==> config.mk <==
export PLATFORM = sky130hd
export DESIGN_NAME = mem_wb_stage
export DESIGN_NICKNAME = d
export VERILOG_FILES = /design/src/rtl/mem_wb_stage.sv
export SDC_FILE = /design/constraint.sdc
export NUM_CORES = 1
export LEC_CHECK = 0
export BUFFER_PORTS_ARGS = -buffer_cell sky130_fd_sc_hd__buf_2
export CAP_MARGIN = 15
export CORE_ASPECT_RATIO = 1.4
export CORE_UTILIZATION = 52
export DETAILED_ROUTE_END_ITERATION = 10
export PLACE_DENSITY = 0.95
export SLEW_MARGIN = 20
export SYNTH_ARGS = -nofsm -noshare
export SYNTH_HDL_FRONTEND = slang
export SYNTH_SLANG_ARGS = --single-unit
==> constraint.sdc <==
create_clock -name clk -period 5.86 [get_ports clk]
set_input_delay 1.465 -clock clk [delete_from_list [all_inputs] [get_ports clk]]
set_output_delay 1.465 -clock clk [all_outputs]
set_load 0.01 [all_outputs]
==> src/rtl/mem_wb_stage.sv <==
// Memory/writeback stage: latches retiring instructions, waits for load data,
// and drives the register-file write port (also the decode bypass source).
module mem_wb_stage #(
    parameter int DATA_W     = 16,
    parameter int REG_ADDR_W = 4,
    parameter int CNT_W      = 16
) (
    input  logic                  clk,
    input  logic                  rst,
    input  logic                  in_valid,
    output logic                  in_ready,
    input  logic                  in_reg_write,
    input  logic [REG_ADDR_W-1:0] in_dst_reg,
    input  logic [1:0]            in_wb_sel,
    input  logic [DATA_W-1:0]     in_alu_result,
    input  logic [DATA_W-1:0]     in_pc_plus2,
    input  logic                  in_halt,
    input  logic [DATA_W-1:0]     mem_rdata,
    input  logic                  mem_rvalid,
    output logic                  WriteReg,
    output logic [REG_ADDR_W-1:0] DstReg,
    output logic [DATA_W-1:0]     DstData,
    output logic                  halted,
    output logic [CNT_W-1:0]      retired_count
);

    // state    | meaning
    // EMPTY    | no instruction held
    // FULL     | instruction latched, writeback data resolved
    // WAIT_MEM | load latched, waiting for mem_rvalid
    // HALTED   | HLT retired, sticky until reset
    typedef enum logic [1:0] {
        S_EMPTY    = 2'd0,
        S_FULL     = 2'd1,
        S_WAIT_MEM = 2'd2,
        S_HALTED   = 2'd3
    } state_t;

    localparam logic [1:0] WB_ALU  = 2'b00;
    localparam logic [1:0] WB_MEM  = 2'b01;
    localparam logic [1:0] WB_PCS  = 2'b10;
    localparam logic [1:0] WB_RSVD = 2'b11;

    state_t                  state;
    state_t                  state_nxt;
    logic                    lat_reg_write;
    logic [REG_ADDR_W-1:0]   lat_dst;
    logic                    lat_halt;
    logic                    capture;
    logic                    cap_write;
    logic [DATA_W-1:0]       cap_data;
    logic                    load_done;

    // A HALT in FULL retires into HALTED, so nothing is captured behind it.
    assign capture   = in_valid && (state == S_EMPTY || (state == S_FULL && !lat_halt));
    assign cap_write = in_reg_write && (in_wb_sel != WB_RSVD) && !in_halt;
    assign load_done = (state == S_WAIT_MEM) && mem_rvalid;

    always_comb begin
        cap_data = in_alu_result;
        if (in_wb_sel == WB_PCS) begin
            cap_data = in_pc_plus2;
        end
    end

    always_ff @(posedge clk or negedge rst) begin
        if (!rst) begin
            state <= S_EMPTY;
        end else begin
            state <= state_nxt;
        end
    end

    always_comb begin
        state_nxt = state;
        case (state)
            S_EMPTY: begin
                if (in_valid) begin
                    state_nxt = (in_wb_sel == WB_MEM) ? S_WAIT_MEM : S_FULL;
                end
            end
            S_FULL: begin
                if (lat_halt) begin
                    state_nxt = S_HALTED;
                end else if (in_valid) begin
                    state_nxt = (in_wb_sel == WB_MEM) ? S_WAIT_MEM : S_FULL;
                end else begin
                    state_nxt = S_EMPTY;
                end
            end
            S_WAIT_MEM: begin
                if (mem_rvalid) begin
                    state_nxt = S_FULL;
                end
            end
            S_HALTED: state_nxt = S_HALTED;
            default:  state_nxt = S_EMPTY;
        endcase
    end

    always_comb begin
        in_ready = (state == S_EMPTY) || (state == S_FULL);
        halted   = (state == S_HALTED);
    end

    // WriteReg is registered and only ever set on an edge that enters FULL,
    // so it is high for exactly the one FULL cycle of each writing instruction.
    always_ff @(posedge clk or negedge rst) begin
        if (!rst) begin
            lat_reg_write <= 1'b0;
            lat_dst       <= '0;
            lat_halt      <= 1'b0;
            WriteReg      <= 1'b0;
            DstReg        <= '0;
            DstData       <= '0;
            retired_count <= '0;
        end else begin
            WriteReg <= 1'b0;
            if (capture) begin
                lat_reg_write <= cap_write;
                lat_dst       <= in_dst_reg;
                lat_halt      <= in_halt;
                if (in_wb_sel != WB_MEM && cap_write && in_dst_reg != '0) begin
                    WriteReg <= 1'b1;
                    DstReg   <= in_dst_reg;
                    DstData  <= cap_data;
                end
            end else if (load_done) begin
                if (lat_reg_write && lat_dst != '0) begin
                    WriteReg <= 1'b1;
                    DstReg   <= lat_dst;
                    DstData  <= mem_rdata;
                end
            end
            if (state == S_FULL && !(&retired_count)) begin
                retired_count <= retired_count + {{(CNT_W-1){1'b0}}, 1'b1};
            end
        end
    end

endmodule

==> metrics.md, run 1 <==
| Metric | Value |
|---|---|
| Initial antenna violation count | 0 |
| Kind of critical path | in2reg |
| Outcome | finished clean |
| Register-to-Register Path Depth | 4 |
| FF+latch count, synth | 45 |
| Worst Path Max Fanout | 24 |
| Syn avg cell area | 12.6 sq um |
| Port bufs | 98 |
| Worst reg2reg setup slack | 3560 ps |
| CP Capture Type | flip-flop |
| Antenna Cells | 0 |
| Final setup fails | 0 |
| Max Fclk | 0.330 GHz |
| CTS tree | built |
| DPL Wire Length | 3.71 mm |
| Leak pwr | 1.55 nW |
| # DRC | 0 |
| Reg-to-reg endpoint | DstData[15] |
| Die Height | 82.3 microns |
| Post-DR wirelength/cell | 14.0 microns |
| First-pass GRT wire length | 7.64 mm |
| Share of layout cells above drive strength 1 | 59.6% |
| Die width | 59.4 microns |
| Synthesis-to-layout area growth | 25.7% |
| Multiplexer share of the synthesized area | 28.2% |
| Congestion Overflow GR | 0 |
| TNS Setup | 0 ps |
| XOR/XNOR Fraction of Synth Area | 4.75% |
| Initial Util | 55.6% |
| Most frequent cells in the layout | buf_2, mux2_2, dfrtp_1 |
| Worst Slack Setup Final | 2830 ps |
| WHS | 501 ps |
| Instance count on the critical path | 4 |
| Core ar. | 4310 sq um |
| Worst path slowest cell | a21oi_4 |
| Worst min path class | reg2reg |
| Num CTS Buffers | 5 |
| Final Cycle Share | 51.6% |
| Compound-Gate Fraction of Synth Area | 1.72% |
| Clock transition at path regs | 80 ps |
| Root buf cell | clkbuf_8 |
| Pwr/cell area | 337 nW/um^2 |
| Setup Buffers After CTS | 0 |
| CP required | 6030 ps |
| Startpoint types | input port |
| YS warnings | 0 |
| Synth Area in Simple Gates | 14.2% |
| Initial drt markers | 47 |
| Final max-slew violation count | 0 |
| RSZ-0062 raised after global routing | no |
| Post-layout min period | 3030 ps |
| Vias per Instance | 5.27 |
| Reg-to-reg startpoint | state[1] |
| Clock sinks | 45 |
| Die ar. | 4890 sq um |
| Cts hold-fix bufs | 0 |
| Clk buf depth | 2 |
| Htree depth | 2 |
| Largest net degree at the start of global routing | 46 |
| Via count | 1830 |
| # nets final | 348 |
| Crit path max-delay family | compound AO/OA/AOI/OAI gates |
| Crit path capture | DstData[15] |
| Cell Count, Final, Fillers Out | 347 |
| Top-level I/O count | 99 |
| WP buf/inv | 1 |
| Most common cell after layout, fill and taps aside | buf_2 |
| Clk_lat worst skew | 290 ps |
| Worst-Margin Slew | 1030 ps |
| # resized after CTS | 0 |
| Synth cell types | 32 |
| Largest family of logic cells by synthesized area | multiplexers |
| Clk_skew | 4.49 ps |
| Antenna Violating Nets Remaining | 0 |
| Hold Violations, Final | 0 |
| Syn nets | 251 |
| Max-slew headroom | 31.5% |
| Peak VDD IR | 0.261 mV |
| Adder-cell area share of the yosys netlist | 0.522% |
| Post-synthesis instance total | 190 |
| Sequential area share after synthesis | 47.0% |
| Final Wtd Congestion | 0.759 |
| FP Rows | 28 |
| Final Routed Wirelength | 4.84 mm |
| Fin util | 69.9% |
| Maxcap violations | 0 |
| Crit path largest cell delay | 700 ps |
| Crit path from | in_valid |
| Worst-path cell chain | buf_2 > and3_1 > a21oi_4 > mux2_2 |
| Vias in the first global route | 1787 |
| Pre-CTS setup slack | 2170 ps |
| Post-synthesis cell area | 2400 sq um |
| GRT Overall Usage | 20.9% |
| DRT Pass-1 Iters | 4 |
| Cells after DPL | 340 |
| Critical Path AT | 3200 ps |
==> worst min-delay path by stage <==
stage	slack, ps	cells past startpoint	to	startpoint
after floorplan	490	1	state[1]	state[1]
after global placement	480	1	retired_count[7]	retired_count[7]
after global routing	520	1	DstData[9]	DstData[9]
final	500	1	DstData[9]	DstData[9]
after detailed placement	490	1	DstData[9]	DstData[9]
after CTS	510	1	DstData[9]	DstData[9]
==> cell families after synthesis <==
kind of cell    Yosys count
mux                      60
simple gates             48
flops                    45
buf+inv                  17
xor+xnor                 13
compound gates            6
fa+ha+maj                 1
==> Yosys cell counts <==
cell type	instances	area [sq um]
nand4_2	1	12.5
xor2_1	12	105
nor4_4	2	42.5
buf_2	7	35.0
a221oi_1	1	8.76
nand4_1	3	18.8
ha_1	1	12.5
or3_1	2	12.5
nor4b_1	2	17.5
dfrtp_1	45	1130
nor4_2	1	12.5
nor2b_1	2	12.5
xnor2_1	1	8.76
buf_6	2	22.5
nand2_1	6	22.5
nor2_1	5	18.8
nand3_1	5	25.0
mux2_2	59	664
nor3_1	2	10.0
o211ai_1	1	7.51
nor4b_2	2	30.0
and3_1	2	12.5
a31oi_1	1	6.26
nand2b_1	2	12.5
o21ai_0	1	5.00
o31a_1	1	8.76
nand4b_1	2	17.5
nor4_1	5	31.3
nor3b_1	4	30.0
inv_1	8	30.0
mux2_1	1	11.3
a21oi_1	1	5.00
==> flip-flops by register name, summed over array words and instances, names as in the netlist <==
register and cells:
lat_halt 1, retired_count 16, WriteReg 1, DstData 16, lat_dst 4, DstReg 4, state 2, lat_reg_write 1
==> final cells by class <==
class	instances	area, sq um
clock buffer	7	86.3
sequential	45	1130
multi-input combinational	128	1190
inverter	8	30.0
tap	60	75.1
timing repair buffer	99	500
fill	322	1300
==> routing by layer <==
layer	wire length, microns	vias to the layer above	share of wire, %	track usage (%)
met4	89	0	1.8	8.10
met3	358	10	7.4	5.14
met5	0	-	0	0
li1	-	873	-	-
met1	1830	869	38	21.4
met2	2570	78	53	39.6
==> where the power goes <==
part | switching [mW] | internal (mW)
Combinational | 0.161 | 0.187
Clock | 0.0940 | 0.0936
Sequential | 0.0702 | 0.410
==> through the flow <==
| stage | power, mW | cell area (sq um) |
|---|---|---|
| after global placement | 0.824 | 2920 |
| after CTS | 1.03 | 3000 |
| after floorplan | 0.701 | 2400 |
| after global routing | 1.09 | 3010 |
| final | 1.02 | 3010 |
| after detailed placement | 0.840 | 2920 |
Power figures use the tool's default switching activity.
==> run 2: changes to the inputs <==
--- a/config.mk
+++ b/config.mk
@@ -5,12 +5,13 @@
 export SDC_FILE = /design/constraint.sdc
 export NUM_CORES = 1
 export LEC_CHECK = 0
+export ABC_AREA = 1
 export BUFFER_PORTS_ARGS = -buffer_cell sky130_fd_sc_hd__buf_2
 export CAP_MARGIN = 15
 export CORE_ASPECT_RATIO = 1.4
-export CORE_UTILIZATION = 52
+export CORE_UTILIZATION = 50
 export DETAILED_ROUTE_END_ITERATION = 10
-export PLACE_DENSITY = 0.95
+export PLACE_DENSITY = 0.92
 export SLEW_MARGIN = 20
 export SYNTH_ARGS = -nofsm -noshare
 export SYNTH_HDL_FRONTEND = slang
==> constraint.sdc (replaced) <==
create_clock -name clk -period 3 [get_ports clk]
set_input_delay 0.75 -clock clk [delete_from_list [all_inputs] [get_ports clk]]
set_output_delay 0.75 -clock clk [all_outputs]
set_load 0.01 [all_outputs]
==> run 2 against run 1 <==
Clock power is 96% higher. Setup slack worse by 1800 ps. Via count grew 51%. Total power grew 100%. Area after synthesis grew 11%. First-iteration DRC count rose to 3.6 times the previous value. Combinational power is 110% higher. Register-to-register slack got worse by 2500 ps. Critical path type is now reg2reg. Largest power group unchanged.
==> metrics.md, run 2 <==
| Metric | Value |
|---|---|
| Worst-path cell chain | ha_1 > nand3_2 > clkinv_1 > nand2_2 > o21ai_4 > inv_4 > nand2_1 > nand2_1 |
| Startpoint types | flip-flop |
| DPL Wire Length | 4.98 mm (+34%) |
| Post-synth EDFFs | 0 (unchanged) |
| Top-level I/O count | 99 (unchanged) |
| Reg-to-reg endpoint | retired_count[13] |
| # nets final | 547 (+57%) |
| Final max-slew violation count | 0 (unchanged) |
| CP required | 3180 ps (-2850 ps) |
| Reg-to-reg startpoint | retired_count[0] |
| Total Power | 2.05 mW (+100%) |
| Vias per Instance | 5.01 (-5.1%) |
| Initial antenna violation count | 0 (unchanged) |
| Final setup fails | 0 (unchanged) |
| Clock transition at path regs | 80 ps (about the same) |
| YS warnings | 0 (unchanged) |
| Critical Path AT | 2140 ps (-1060 ps) |
| GRT Overall Usage | 25.3% (+4.4 points) |
| FP Rows | 31 (+11%) |
| Vias in the first global route | 2739 (+53%) |
| Leak pwr | 1.89 nW (+21%) |
| Biggest regs | DstData (16), retired_count (16) |
| Syn avg cell area | 6.78 sq um (-46%) |
| Most common cell in the synthesized netlist | nand2_1 |
| DRT Pass-1 Iters | 4 (unchanged) |
| Via count | 2763 (+51%) |
| Area leader, netlist | dfrtp_1 |
| Max Fclk | 0.510 GHz |
| # resized after CTS | 0 (unchanged) |
| Maxcap violations | 0 (unchanged) |
| Clk_skew | 2.16 ps (-2.33 ps) |
| Max-slew headroom | 56.1% (+25 points) |
| Peak VDD IR | 0.259 mV (-0.85%) |
| Worst Path Max Fanout | 18 (-25%) |
| Most frequent cells in the layout | nand2_1, buf_2, dfrtp_1 |
| Dominant cells by area after synthesis | dfrtp_1, nand2_1, nand3_1 |
| Crit path from | retired_count[0] |
| Congestion Overflow GR | 0 (unchanged) |
| Setup Buffers After CTS | 0 (unchanged) |
| # DRC | 0 (unchanged) |
| Most common cell after layout, fill and taps aside | nand2_1 |
| Most frequent CP cell | nand2_1 |
| Initial Util | 51.5% (-4.1 points) |
| Register-to-Register Path Depth | 8 (+4) |
| TNS Setup | 0 ps (unchanged) |
| Clock sinks | 45 (unchanged) |
| Post-DR wirelength/cell | 11.5 microns (-17%) |
| Sequential area share after synthesis | 42.4% (-4.6 points) |
| Initial drt markers | 169 (+260%) |
| Fraction of registers with async set/reset | 100% (unchanged) |
| Final Wtd Congestion | 0.820 (+8.0%) |
| Pwr/cell area | 629 nW/um^2 (+87%) |
| Worst-Margin Slew | 656 ps (-371 ps) |
| Synth cell types | 29 (-9.4%) |
| Largest net degree at the start of global routing | 46 (unchanged) |
| FF+latch count, synth | 45 (unchanged) |
| Share of layout cells above drive strength 1 | 24.9% (-35 points) |
| Port bufs | 98 (unchanged) |
| Final Cycle Share | 65.4% |
| Core ar. | 5160 sq um (+20%) |
| Commonest cells post-synth | nand2_1, dfrtp_1, nand3_1 |
| Num CTS Buffers | 5 (unchanged) |
| Post-layout min period | 1960 ps |
| Die Height | 88.3 microns (+7.2%) |
| Fin util | 63.2% (-6.7 points) |
| WP buf/inv | 2 (+1) |
| Post-synthesis instance total | 392 (+110%) |
| Kind of critical path | reg2reg |
| Clk_lat worst skew | 280 ps (about the same) |
| Cts hold-fix bufs | 0 (unchanged) |
| First-pass GRT wire length | 11.3 mm (+48%) |
| Die width | 63.6 microns (+7.2%) |
| CP Capture Type | flip-flop |
| Die ar. | 5620 sq um (+15%) |
| CTS tree | built |
| Htree depth | 2 (unchanged) |
| Yosys top cell area share | 42.4% (-4.6 points) |
| WHS | 452 ps (-48.7 ps) |
| Antenna Violating Nets Remaining | 0 (unchanged) |
| Worst min path class | in2async |
| Worst reg2reg setup slack | 1040 ps (-2520 ps) |
| Syn nets | 453 (+80%) |
| Worst path slowest cell | dfrtp_1 |
| Crit path largest cell delay | 460 ps (-240 ps) |
| Crit path max-delay family | flip-flops |
| Ys flop type | dfrtp_1 |
| Antenna Cells | 0 (unchanged) |
| Synthesis-to-layout area growth | 22.7% |
| Final Routed Wirelength | 6.37 mm (+32%) |
| Clk buf depth | 2 (unchanged) |
| Outcome | finished clean |
| RSZ-0062 raised after global routing | no |
| Post-synthesis cell area | 2660 sq um (+11%) |
| Hold Violations, Final | 0 (unchanged) |
| Root buf cell | clkbuf_8 |
## run 2: cell types whose count changed after synthesis, sizes merged, moves of 5 or more
cell   before  now
nor2        5   22
nand2       6  209
xnor2       1    6
o21ai       1   12
mux2       60    0
inv         8   20
nor4        8    0
nand3       5   46
xor2       12    1
## run 2: cell families after synthesis
| group | synth area share [%] |
|---|---|
| compound gates | 3.72 |
| xor+xnor | 2.31 |
| fa+ha+maj | 0.471 |
| buf+inv | 6.54 |
| flops | 42.4 |
| simple gates | 44.6 |
## run 2: cell type report
class                           count  area, sq um
Tap cell                           66         82.6
Sequential cell                    45         1130
Inverter                           22         85.1
Multi-Input combinational cell    310         1360
Clock buffer                        7         86.3
Fill cell                         504         1900
Timing Repair Buffer              102          523
## run 2: power by group
group          internal [mW]  total [mW]  switching (mW)  leakage, nW
clock                  0.183       0.368           0.185       0.0443
sequential             0.794       0.941           0.147        0.592
combinational          0.302       0.744           0.442         1.25
total                   1.28        2.05           0.774         1.89
## run 2: worst max-delay path by stage
| stage | end | slack, ps | cells past startpoint |
|---|---|---|---|
| 2_1_floorplan | retired_count[3] | 1370 | 9 |
| 3_3_place_gp | DstData[0] | 900 | 10 |
| 3_5_place_dp | DstData[8] | 800 | 10 |
| 4_1_cts | retired_count[13] | 1030 | 8 |
| 5_1_grt | DstData[9] | 870 | 10 |
| 6_report | retired_count[13] | 1040 | 8 |
## run 2: routing by layer
metal | part of all wire, % | vias up | wire length [microns] | track usage (%)
li1 | - | 1418 | - | -
met1 | 40 | 1242 | 2530 | 27.5
met2 | 55 | 93 | 3490 | 49.0
met3 | 4.0 | 10 | 252 | 2.71
met4 | 1.7 | 0 | 109 | 11.0
met5 | 0 | - | 0 | 0
## run 2: stage by stage
step	cells	instance area (sq um)	setup slack, ps
2_1_floorplan	392	2660	1370
3_3_place_gp	545	3170	905
3_5_place_dp	545	3170	804
4_1_cts	552	3260	1030
5_1_grt	552	3260	875
6_report	552	3260	1040
## run 2: worst register-to-register path: cells and delay by family (launching register included)
family / cells / cell delay [ps]
flip-flops: 1 / 460
AO/OA/AOI/OAI: 1 / 430
AND/OR/NAND/NOR: 4 / 370
adder cells (fa/ha/maj): 1 / 300
buffers and inverters: 2 / 290
==> run 3: changes to the inputs <==
==> constraint.sdc (replaced) <==
create_clock -name clk -period 2 [get_ports clk]
set_input_delay 0.5 -clock clk [delete_from_list [all_inputs] [get_ports clk]]
set_output_delay 0.5 -clock clk [all_outputs]
set_load 0.01 [all_outputs]
==> run 3 against run 2 <==
Non-clock buffer count rose by 6. Routed wire length rose by 4.2%. Clock power rose by 52%. Clock skew rose by 5.0 ps. Sequential power rose by 50%.
==> metrics.md, run 3 (synthesized netlist as in run 2, its figures left out) <==
| Metric | Value |
|---|---|
| Startpoint types | flip-flop |
| # DRC | 0 (unchanged) |
| Die width | 63.6 microns (unchanged) |
| DRT Pass-1 Iters | 4 (unchanged) |
| Clk_lat worst skew | 290 ps (about the same) |
| Post-layout min period | 1780 ps (-180 ps) |
| Vias in the first global route | 2693 (-1.7%) |
| Antenna Violating Nets Remaining | 0 (unchanged) |
| Met2 routed WL | 3.62 mm (+4.0%) |
| Die Height | 88.3 microns (unchanged) |
| Htree depth | 2 (unchanged) |
| Met3 routed WL | 283 microns (+12%) |
| Final max-slew violation count | 0 (unchanged) |
| First-pass GRT wire length | 11.1 mm (-1.7%) |
| Largest net degree at the start of global routing | 46 (unchanged) |
| Num CTS Buffers | 5 (unchanged) |
| RSZ-0062 raised after global routing | no |
| Hold Violations, Final | 0 (unchanged) |
| Congestion Overflow GR | 0 (unchanged) |
| Worst Slack Setup Final | 218 ps (-820 ps) |
| Clk buf depth | 2 (unchanged) |
| CP required | 2180 ps (-1000 ps) |
| Critical Path AT | 1970 ps (-170 ps) |
| Max Fclk | 0.561 GHz (+10%) |
| Clk_skew | 7.19 ps (+5.03 ps) |
| CP Capture Type | flip-flop |
| Worst reg2reg setup slack | 220 ps (-820 ps) |
| TNS Setup | 0 ps (unchanged) |
| Final Wtd Congestion | 0.891 (+8.7%) |
| Top sig layer | met4 |
| Reg-to-reg endpoint | retired_count[15] |
| Port bufs | 98 (unchanged) |
| Fin util | 64.5% (+1.3 points) |
| Final Routed Wirelength | 6.64 mm (+4.2%) |
| Vias per Instance | 5.09 (+1.6%) |
| Total Power | 3.11 mW (+52%) |
| Wl on met1 | 2.57 mm (+1.7%) |
| Synthesis-to-layout area growth | 25.2% |
| Share of layout cells above drive strength 1 | 25.8% (+0.92 points) |
| Kind of critical path | reg2reg |
| Worst-Margin Slew | 479 ps (-178 ps) |
| FP Rows | 31 (unchanged) |
| Pwr/cell area | 935 nW/um^2 (+49%) |
| Worst min path class | in2async |
| Root buf cell | clkbuf_8 |
| Outcome | finished clean |
| Top-level I/O count | 99 (unchanged) |
| # resized after CTS | 0 (unchanged) |
| Die ar. | 5620 sq um (unchanged) |
| Pre-CTS setup slack | 225 ps (-579 ps) |
| Initial antenna violation count | 0 (unchanged) |
| Core ar. | 5160 sq um (unchanged) |
| Cell Count, Final, Fillers Out | 558 (+1.1%) |
| Max-slew headroom | 68.0% (+12 points) |
| Reg-to-reg startpoint | retired_count[0] |
| Peak VDD IR | 0.469 mV (+81%) |
| Clock transition at path regs | 80 ps (about the same) |
| Post-DR wirelength/cell | 11.9 microns (+3.1%) |
| Most common cell after layout, fill and taps aside | nand2_1 |
| DPL Wire Length | 5.21 mm (+4.7%) |
| Setup Buffers After CTS | 0 (unchanged) |
| Biggest regs | DstData (16), retired_count (16) |
| Initial Util | 51.5% (unchanged) |
| Most frequent cells in the layout | nand2_1, buf_2, dfrtp_1 |
| Leak pwr | 1.92 nW (+1.9%) |
| Cells after DPL | 551 (+1.1%) |
| Final setup fails | 0 (unchanged) |
| Cts hold-fix bufs | 0 (unchanged) |
| # nets final | 553 (+1.1%) |
| Register-to-Register Path Depth | 8 (unchanged) |
| CTS tree | built |
| Initial drt markers | 210 (+24%) |
| Final Cycle Share | 89.1% (+24 points) |
| Clock sinks | 45 (unchanged) |
| Via count | 2838 (+2.7%) |
| Antenna Cells | 0 (unchanged) |
| Worst Path Max Fanout | 13 (-5) |
| Maxcap violations | 0 (unchanged) |
| GRT Overall Usage | 25.3% (+0.062 points) |
==> run 3: where the power goes <==
part / switching [mW] / leakage (nW) / internal [mW]
clock network: 0.285 / 0.0443 / 0.274
registers: 0.217 / 0.592 / 1.19
logic: 0.669 / 1.29 / 0.477
==> run 3: worst max path at each step <==
stage               slack, ps        startpoint           endpoint  cells after the start
CTS                       220  retired_count[0]  retired_count[15]                      8
detailed placement        220      in_wb_sel[1]        DstData[12]                      8
finish                    220  retired_count[0]  retired_count[15]                      8
global route               50  retired_count[0]   retired_count[2]                      8
floorplan                 370  retired_count[0]   retired_count[3]                      9
global placement          310  retired_count[0]  retired_count[15]                      8
==> run 3: area by class of cell <==
type / count / area [sq um]
sequential: 45 / 1130
clock buffer: 7 / 86.3
fill: 454 / 1830
timing repair buffer: 108 / 591
tap: 66 / 82.6
inverter: 22 / 85.1
multi-input combinational: 310 / 1360
==> run 3: per-layer routing <==
| layer | up-vias | track usage [%] |
|---|---|---|
| met3 | 17 | 3.22 |
| met4 | 0 | 14.3 |
| met5 | - | 0 |
| met2 | 107 | 47.7 |
| li1 | 1431 | - |
| met1 | 1283 | 27.2 |
==> run 3: critical path: stages (launching register included) <==
cell      delay [ps]
dfrtp_1          440
ha_1             280
nand3_2          130
clkinv_1         110
nand2_2           70
o21ai_4          350
inv_4            140
nand2_1          100
nand2_1           50
==> run 3: through the flow <==
step	instance area, sq um	hold slack, ps
after CTS	3330	175
after global routing	3330	200
after detailed placement	3240	491
after floorplan	2660	204
after global placement	3240	471
final	3330	160
